[src/rtl/enemy_controller.sv]
// rtl/enemy_controller.sv - per-enemy behaviour engine feeding the sprite draw stage
// Updates position, facing, mode, animation phase and health once per processed frame tick.
module enemy_controller #(
  parameter logic [7:0] X_MIN       = 8'd16,
  parameter logic [7:0] X_MAX       = 8'd224,
  parameter logic [7:0] X_START     = 8'd120,
  parameter logic [7:0] Y_START     = 8'd200,
  parameter logic [5:0] IDLE_FRAMES = 6'd60,
  parameter logic [2:0] ANIM_DIV    = 3'd4,
  parameter logic [7:0] ATK_RANGE   = 8'd12,
  parameter logic [5:0] ATK_COOL    = 6'd30,
  parameter logic [2:0] HP_INIT     = 3'd3
) (
  input  logic       Clk,
  input  logic       Reset,
  input  logic       frame_tick,
  input  logic       enable,
  input  logic [7:0] player_x,
  input  logic [7:0] player_y,
  input  logic       hit,
  output logic [7:0] x,
  output logic [7:0] y,
  output logic [1:0] behavior,
  output logic       isLeft,
  output logic [1:0] period,
  output logic [2:0] alive,
  output logic       dead
);

  typedef enum logic [1:0] {S_IDLE, S_WALK, S_ATTACK, S_DEAD} state_t;

  state_t     state, state_n;
  logic [5:0] frame_cnt, frame_cnt_n;
  logic [2:0] anim_cnt, anim_cnt_n;
  logic [5:0] cool_cnt, cool_cnt_n;
  logic       hit_pend, hit_pend_n;
  logic [7:0] x_n;
  logic       left_n;
  logic [1:0] period_n;
  logic [2:0] alive_n, alive_dec;
  logic [1:0] behavior_n;
  logic       proc_tick, hit_now, do_walk, in_range, anim_wrap;
  logic [8:0] dx, dy;

  always_comb begin
    proc_tick  = frame_tick & enable;
    hit_now    = hit_pend | hit;
    dx         = (player_x >= x) ? ({1'b0, player_x} - {1'b0, x}) : ({1'b0, x} - {1'b0, player_x});
    dy         = (player_y >= y) ? ({1'b0, player_y} - {1'b0, y}) : ({1'b0, y} - {1'b0, player_y});
    in_range   = (dx <= {1'b0, ATK_RANGE}) && (dy <= 9'd8);
    anim_wrap  = (anim_cnt == ANIM_DIV - 3'd1);
    alive_dec  = (hit_now && alive != 3'd0) ? alive - 3'd1 : alive;

    state_n     = state;
    frame_cnt_n = frame_cnt;
    anim_cnt_n  = anim_cnt;
    cool_cnt_n  = cool_cnt;
    hit_pend_n  = hit_pend | hit;
    x_n         = x;
    left_n      = isLeft;
    period_n    = period;
    alive_n     = alive;
    do_walk     = 1'b0;

    if (proc_tick) begin
      hit_pend_n = 1'b0;
      if (state != S_DEAD) begin
        if (alive_dec == 3'd0) begin
          // Killing blow pre-empts every other update this tick.
          state_n    = S_DEAD;
          alive_n    = 3'd0;
          anim_cnt_n = 3'd0;
          period_n   = 2'd0;
        end else begin
          alive_n    = alive_dec;
          anim_cnt_n = anim_wrap ? 3'd0 : anim_cnt + 3'd1;
          period_n   = anim_wrap ? period + 2'd1 : period;
          if (cool_cnt != 6'd0) cool_cnt_n = cool_cnt - 6'd1;
          case (state)
            S_IDLE: begin
              if (frame_cnt < IDLE_FRAMES) frame_cnt_n = frame_cnt + 6'd1;
              else do_walk = 1'b1;
            end
            S_WALK: do_walk = 1'b1;
            S_ATTACK: begin
              if (anim_wrap && period == 2'd3) begin
                state_n    = S_WALK;
                cool_cnt_n = ATK_COOL;
              end
            end
            default: ;
          endcase
          // The tick that ends IDLE is already the first walking tick.
          if (do_walk) begin
            state_n = S_WALK;
            if (cool_cnt == 6'd0 && in_range) begin
              state_n = S_ATTACK;
              left_n  = (player_x < x);
            end else if (isLeft && x <= X_MIN) begin
              left_n = 1'b0;
            end else if (!isLeft && x >= X_MAX) begin
              left_n = 1'b1;
            end else if (isLeft) begin
              x_n = x - 8'd1;
            end else begin
              x_n = x + 8'd1;
            end
          end
          if (state_n != state) begin
            anim_cnt_n = 3'd0;
            period_n   = 2'd0;
          end
        end
      end
    end

    case (state_n)
      S_WALK:   behavior_n = 2'd1;
      S_ATTACK: behavior_n = 2'd2;
      default:  behavior_n = 2'd0;
    endcase
  end

  always_ff @(posedge Clk or posedge Reset) begin
    if (Reset) begin
      state     <= S_IDLE;
      frame_cnt <= 6'd0;
      anim_cnt  <= 3'd0;
      cool_cnt  <= 6'd0;
      hit_pend  <= 1'b0;
      x         <= X_START;
      y         <= Y_START;
      behavior  <= 2'd0;
      isLeft    <= 1'b0;
      period    <= 2'd0;
      alive     <= HP_INIT;
      dead      <= 1'b0;
    end else begin
      state     <= state_n;
      frame_cnt <= frame_cnt_n;
      anim_cnt  <= anim_cnt_n;
      cool_cnt  <= cool_cnt_n;
      hit_pend  <= hit_pend_n;
      x         <= x_n;
      y         <= Y_START;
      behavior  <= behavior_n;
      isLeft    <= left_n;
      period    <= period_n;
      alive     <= alive_n;
      dead      <= (state_n == S_DEAD);
    end
  end

endmodule

[config.mk]
export PLATFORM = sky130hd
export DESIGN_NAME = enemy_controller
export DESIGN_NICKNAME = d
export VERILOG_FILES = /design/src/rtl/enemy_controller.sv
export SDC_FILE = /design/constraint.sdc
export NUM_CORES = 1
export LEC_CHECK = 0
export BUFFER_PORTS_ARGS = -buffer_cell sky130_fd_sc_hd__buf_2
export CAP_MARGIN = 5
export CORE_ASPECT_RATIO = 1.4
export CORE_UTILIZATION = 45
export DETAILED_ROUTE_END_ITERATION = 10
export PLACE_DENSITY = 0.64
export SYNTH_ARGS = -nofsm -noshare
export SYNTH_HDL_FRONTEND = slang
export SYNTH_SLANG_ARGS = --single-unit
[constraint.sdc]
create_clock -name Clk -period 3.54 [get_ports Clk]
set_clock_uncertainty 0.2 [all_clocks]
set_input_delay 0.177 -clock Clk [delete_from_list [all_inputs] [get_ports Clk]]
set_output_delay 0.177 -clock Clk [all_outputs]
set_load 0.05 [all_outputs]
==> results.txt, run 1 <==
Layout Area Growth over Synthesis - 9.996%
Final hold violation count - 0
Slew headroom - 55.98%
# rows - 36
Post-synth cell types - 70
Post-CTS Resized - 0
Total gr overflow - 0
Detailed Route WL - 7642 um
Post-synth EDFFs - 0
Core area - 7027 um2
Final instance area - 3649 um2
CP Class - flop to flop
CP endpoint kind - flop
DRC violations left - 0
Critical path peak fanout - 14
Die H - 103.6 um
Synth Cell Area - 3317 um2
Internal - 0.001211 W
GR Layer Usage met3 - 2.724%
Startpoint types - flop
Tcrit/Tclk final - 92.22%
Root Driver - clkbuf_8
Dpl hpwl - 5960 um
GP Congestion - 0.8627
Setup violations, final - 0
Async set or reset register ratio after synthesis - 100.0%
Gr usage total - 20.72%
CP Data Required Time - 3520 ps
Total die area - 7723 um2
Tightest Hold Check Type - input port to flop
Mapped Cells - 391
Vias - 2942
Fill cells - 695
Clk slew on worst S/H paths - 80 ps
LEAKAGE - 1.669 nW
Sequential fraction of the synthesis area - 26.63%
Die Wd - 74.56 um
Vias per cell - 5.647
YS warnings - 0
Maximum clock rate - 306.3 MHz
Final #Nets - 479
CTS tree - built
Area post-placement - 3543 um2
N_diodes - 0
RSZ-0062 raised after global routing - false
CTS H-tree lvls - 2
Vias in the first global route - 2753
Comb pwr share - 60.2%
Initial core utilization - 47.20%
First-pass GRT wire length - 12600 um
Met1 usage - 24.39%
Clock Latency Late Sink - 290 ps
GRT busiest layer - met2
Met2 Usage GRT - 36.81%
Avg Cell Area, Syn - 8.483 um2
Maximum capacitance violations - 0
Switching power total - 0.001241 W
Worst-Margin Slew - 658.8 ps
DRT Pass-1 Iters - 4
Pwr/cell area - 672.0 nW/um2
Switching Fraction - 50.61%
Antenna viol nets, final - 0
Clk pwr share - 12.1%
Clock buffer count from CTS - 5
Proportion of layout cells with a drive suffix above 1 - 17.84%
CTS max path bufs - 2
Pin count of the biggest net entering global routing - 36
Synthesis-stage register bit count - 35
Setup TNS Final - 0 ps
Top_reg_cell synth - dfrtp_1
Final Max Tran Viols - 0
Port Buf Inserts - 37
WL/cell - 14.67 um
Outcome - complete, no violations
Initial antenna violation count - 0
Sequential share of power - 27.7%
Max VDD drop - 0.0004453 V
First DRT Iteration DRCs - 166
Ports - 46
Crit path time final - 3265 ps
CP Data Arrival Time - 3240 ps
CTS sink count - 35
-- sequential cells by signal, summed over array words and instances, names as in the netlist --
| register | count |
|---|---|
| alive | 3 |
| anim_cnt | 3 |
| behavior | 2 |
| cool_cnt | 6 |
| dead | 1 |
| frame_cnt | 6 |
| hit_pend | 1 |
| isLeft | 1 |
| period | 2 |
| state | 2 |
| x | 8 |
-- area by class of cell --
cell class | instances | area [um2] | share of cell area [%]
multi-input combinational | 308 | 2210 | 60.56
sequential | 35 | 883.3 | 24.21
clock buffer | 6 | 72.57 | 1.989
tap | 95 | 118.9 | 3.258
inverter | 33 | 123.9 | 3.395
clock inverter | 2 | 12.51 | 0.3429
timing repair buffer | 42 | 227.7 | 6.241
-- per-layer routing --
metal  vias up  share of wire, %
met5         -                 0
met4         0               1.7
met3        12               2.5
met2        56                54
met1      1410                42
li1       1464                 -
-- cells by family (layout without fill, tap and decap cells) --
family	Yosys count	after routing	synth area share [%]
simple gates	127	127	20.18
mux	14	14	4.526
buf+inv	54	83	7.431
compound gates	104	104	22.29
flops	35	35	26.63
other cells	2	8	0.2264
xor+xnor	22	22	6.036
fa+ha+maj	33	33	12.67
-- final timing paths --
kind,endpoint,cells past startpoint,slack (ps),from
worst max-delay path,x[7],9,280,x[4]
worst min-delay path,isLeft,4,120,enable
worst max register to register,x[7],9,280,x[4]
worst min register to register,hit_pend,1,280,hit_pend
max in group asynchronous,alive[1],4,2460,Reset
min in group asynchronous,frame_cnt[1],4,330,Reset
-- what timing repair did --
action | CTS | global route
setup buffers | 0 | 0
endpoints found under the hold margin | 30 | 0
hold buffers | 2 | 0
-- per-stage QoR --
stage	hold slack [ps]	setup WS, ps	cells	utilization [%]	power, W
after detailed placement	108.4	309.3	511	50.43	0.002158
after global routing	146.3	89.08	521	51.92	0.002653
final	119.2	275.4	521	51.92	0.002452
after floorplan	107.6	293.6	397	-	0.001852
after global placement	105.5	389.5	511	50.43	0.002129
after CTS	111.2	293.8	521	51.92	0.002466
-- power by group through the flow --
| stage | logic, W | registers [W] | clock network (W) |
|---|---|---|---|
| 6_report | 0.00148 | 0.000679 | 0.000297 |
| 5_1_grt | 0.00164 | 0.000704 | 0.000313 |
| 2_1_floorplan | 0.000964 | 0.000888 | 0 |
| 4_1_cts | 0.00148 | 0.000679 | 0.000307 |
| 3_5_place_dp | 0.00147 | 0.000687 | 0 |
| 3_3_place_gp | 0.00145 | 0.000679 | 0 |
-- worst max-delay path: stages, from the launching register on --
cell,delay (ps)
dfstp_2,580
ha_1,400
nand2_1,190
nand2b_1,130
o31ai_2,290
and2_1,290
mux2_4,330
and4_4,200
or3_4,390
xnor2_2,130
-- placed cells by master (no fill, tap or decap), types with 6 or more instances in the layout --
cell type,Yosys,layout
buf_2,4,37
inv_1,32,32
ha_1,32,32
nand2_1,29,29
dfrtp_1,29,29
nor2_1,25,25
o21ai_0,22,22
a21oi_1,18,18
nand3_1,17,17
xor2_1,12,12
nand4_1,10,10
mux2i_1,9,9
xnor2_1,9,9
conb_1,2,8
nor3_1,7,7
or3_1,6,6
nand2b_1,6,6
a21o_1,6,6
dfstp_2,6,6
-- Yosys cell counts, types with 4 or more instances --
| cell | count | area, um2 |
|---|---|---|
| a211oi_1 | 4 | 30.03 |
| nor2_1 | 25 | 93.84 |
| mux2i_1 | 9 | 90.09 |
| xnor2_1 | 9 | 78.83 |
| dfstp_2 | 6 | 157.7 |
| nand2_1 | 29 | 108.9 |
| nor3_1 | 7 | 35.03 |
| clkbuf_1 | 4 | 15.01 |
| xor2_1 | 12 | 105.1 |
| o211ai_1 | 4 | 30.03 |
| nand2b_1 | 6 | 37.54 |
| and2_1 | 4 | 25.02 |
| o21a_1 | 5 | 37.54 |
| o21ai_0 | 22 | 110.1 |
| clkbuf_2 | 4 | 20.02 |
| nand3_1 | 17 | 85.08 |
| ha_1 | 32 | 400.4 |
| mux2_2 | 4 | 45.04 |
| buf_2 | 4 | 20.02 |
| nor2b_1 | 5 | 31.28 |
| a21oi_1 | 18 | 90.09 |
| or3_1 | 6 | 37.54 |
| dfrtp_1 | 29 | 725.7 |
| buf_4 | 9 | 67.56 |
| inv_1 | 32 | 120.1 |
| nand4_1 | 10 | 62.56 |
| a21o_1 | 6 | 45.04 |
No activity file was read; power rests on OpenSTA's default activity.
==> run 2: changes to the inputs <==
--- a/config.mk
+++ b/config.mk
@@ -8,9 +8,9 @@
 export BUFFER_PORTS_ARGS = -buffer_cell sky130_fd_sc_hd__buf_2
 export CAP_MARGIN = 5
 export CORE_ASPECT_RATIO = 1.4
-export CORE_UTILIZATION = 45
+export CORE_UTILIZATION = 33
 export DETAILED_ROUTE_END_ITERATION = 10
-export PLACE_DENSITY = 0.64
+export PLACE_DENSITY = 0.5
 export SYNTH_ARGS = -nofsm -noshare
 export SYNTH_HDL_FRONTEND = slang
 export SYNTH_SLANG_ARGS = --single-unit
==> run 2 against run 1 <==
Compared with the run above: die area rose by 35%; critical path type unchanged; critical endpoint unchanged; combinational power barely moved; global-route usage is 3.9 points lower; routed wire length rose by 8.3%; largest power group unchanged; sequential power about the same.
==> results.txt, run 2 (same netlist as run 1, synthesis figures left out) <==
Met2 wire length - 4314 um (+5.2%)
Outcome - complete, no violations
Die Wd - 86.73 um (+16%)
Final #Nets - 479 (unchanged)
Pin count of the biggest net entering global routing - 36 (unchanged)
Clk slew on worst S/H paths - 60 ps (-20 ps)
Post-CTS Setup Inserts - 0 (unchanged)
Clock Latency Late Sink - 290 ps (about the same)
Top reg by flops - x
Top Registers - x: 8 flops, cool_cnt: 6 flops, frame_cnt: 6 flops
Vias per cell - 5.297 (-6.2%)
CTS sink count - 35 (unchanged)
First DRT Iteration DRCs - 147 (-11%)
WL met1 - 3422 um (+6.4%)
Fill cells - 986 (+42%)
Hold bufs inserted after CTS - 2 (unchanged)
Ports - 46 (unchanged)
Die H - 120.6 um (+16%)
CP Data Arrival Time - 3220 ps (-20 ps)
Gr usage total - 16.84% (-3.9 points)
Post-CTS Resized - 0 (unchanged)
CP endpoint kind - flop
GP Congestion - 0.8915 (+3.3%)
LEAKAGE - 1.712 nW (+2.6%)
Startpoint types - flop
Fin cells - 558 (+7.1%)
Initial core utilization - 34.49% (-13 points)
Vias in the first global route - 2952 (+7.2%)
Vias - 2956 (+0.48%)
Port Buf Inserts - 37 (unchanged)
Commonest non-fill, non-tap cell in the layout - buf_2
RSZ-0062 raised after global routing - false
Max VDD drop - 0.0003182 V (-29%)
Maximum clock rate - 308.1 MHz (+0.59%)
Tcrit/Tclk final - 91.68% (-0.54 points)
Initial antenna violation count - 0 (unchanged)
Total gr overflow - 0 (unchanged)
First-pass GRT wire length - 13720 um (+8.9%)
Antenna viol nets, final - 0 (unchanged)
Root Driver - clkbuf_16
Top Metal Used - met4
Detailed Route WL - 8273 um (+8.3%)
CP Data Required Time - 3510 ps (about the same)
Worst-Margin Slew - 636.2 ps (-22.66 ps)
Final hold violation count - 0 (unchanged)
Critical path peak fanout - 14 (unchanged)
Clock buffer count from CTS - 5 (unchanged)
Proportion of layout cells with a drive suffix above 1 - 18.08% (+0.23 points)
CTS tree - built
Max reg flops - 8 (unchanged)
DRC violations left - 0 (unchanged)
Commonest cells after routing, fill and taps aside - buf_2 (37), inv_1 (32), ha_1 (32)
Setup TNS Final - 0 ps (unchanged)
Core area - 9617 um2 (+37%)
CTS max path bufs - 2 (unchanged)
Number of instances in the placed design - 548 (+7.2%)
N_diodes - 0 (unchanged)
Tightest Hold Check Type - input port to flop
Met3 WL - 228 um (+19%)
Crit path time final - 3245 ps (-19.07 ps)
DRT Pass-1 Iters - 5 (+1)
Pwr/cell area - 711.5 nW/um2 (+5.9%)
# rows - 42 (+17%)
Setup violations, final - 0 (unchanged)
Total die area - 10460 um2 (+35%)
CP Class - flop to flop
CTS H-tree lvls - 2 (unchanged)
WL/cell - 14.83 um (+1.1%)
Maximum capacitance violations - 0 (unchanged)
Final Max Tran Viols - 0 (unchanged)
Layout Area Growth over Synthesis - 13.92%
Slew headroom - 57.50% (+1.5 points)
Dpl hpwl - 6488 um (+8.9%)
PnR Total Power - 0.002688 W (+9.7%)
-- run 2: path summary, 6_finish.rpt --
| check | start | end | slack (ps) | cells after the start |
|---|---|---|---|---|
| min | enable | isLeft | 120 | 4 |
| max | x[4] | x[7] | 290 | 9 |
| min in group asynchronous | Reset | x[0] | 340 | 4 |
| max reg2reg | x[4] | x[7] | 290 | 9 |
| min reg2reg | hit_pend | hit_pend | 280 | 1 |
| max in group asynchronous | Reset | alive[1] | 2450 | 4 |
-- run 2: cell type report --
cell class / count / area [um2] / share of cell area (%)
timing repair buffer: 42 / 227.7 / 6.026
tap: 132 / 165.2 / 4.371
clock buffer: 5 / 125.1 / 3.311
clock inverter: 3 / 43.79 / 1.159
inverter: 33 / 123.9 / 3.278
multi-input combinational: 308 / 2210 / 58.48
sequential: 35 / 883.3 / 23.38
-- run 2: report_power, final --
group / internal, W / switching [W] / leakage [nW]
Sequential: 0.000548 / 0.000130 / 0.419
Combinational: 0.000528 / 0.000965 / 1.21
Clock: 0.000332 / 0.000186 / 0.0838
-- run 2: per-layer routing --
metal / global-route usage, % / up-vias
met2: 30.46 / 64
met3: 2.594 / 20
met1: 18.86 / 1407
met4: 8.333 / 0
met5: 0 / -
li1: - / 1465
-- run 2: critical path: stages, from the launching register on --
cell and delay (ps):
dfstp_2 570, ha_1 400, nand2_1 180, nand2b_1 130
o31ai_2 300, and2_1 290, mux2_4 330, and4_4 200
or3_4 390, xnor2_2 130
-- run 2: metrics by stage --
step | area (um2) | utilization (%) | hold slack [ps] | setup slack (ps)
final | 3779 | 39.29 | 123.3 | 294.5
after detailed placement | 3590 | 37.33 | 114.7 | 300.7
after global routing | 3779 | 39.29 | 162.6 | 100.3
after floorplan | 3339 | - | 107.6 | 293.6
after global placement | 3590 | 37.33 | 118.1 | 375.5
after CTS | 3779 | 39.29 | 123.6 | 297.5
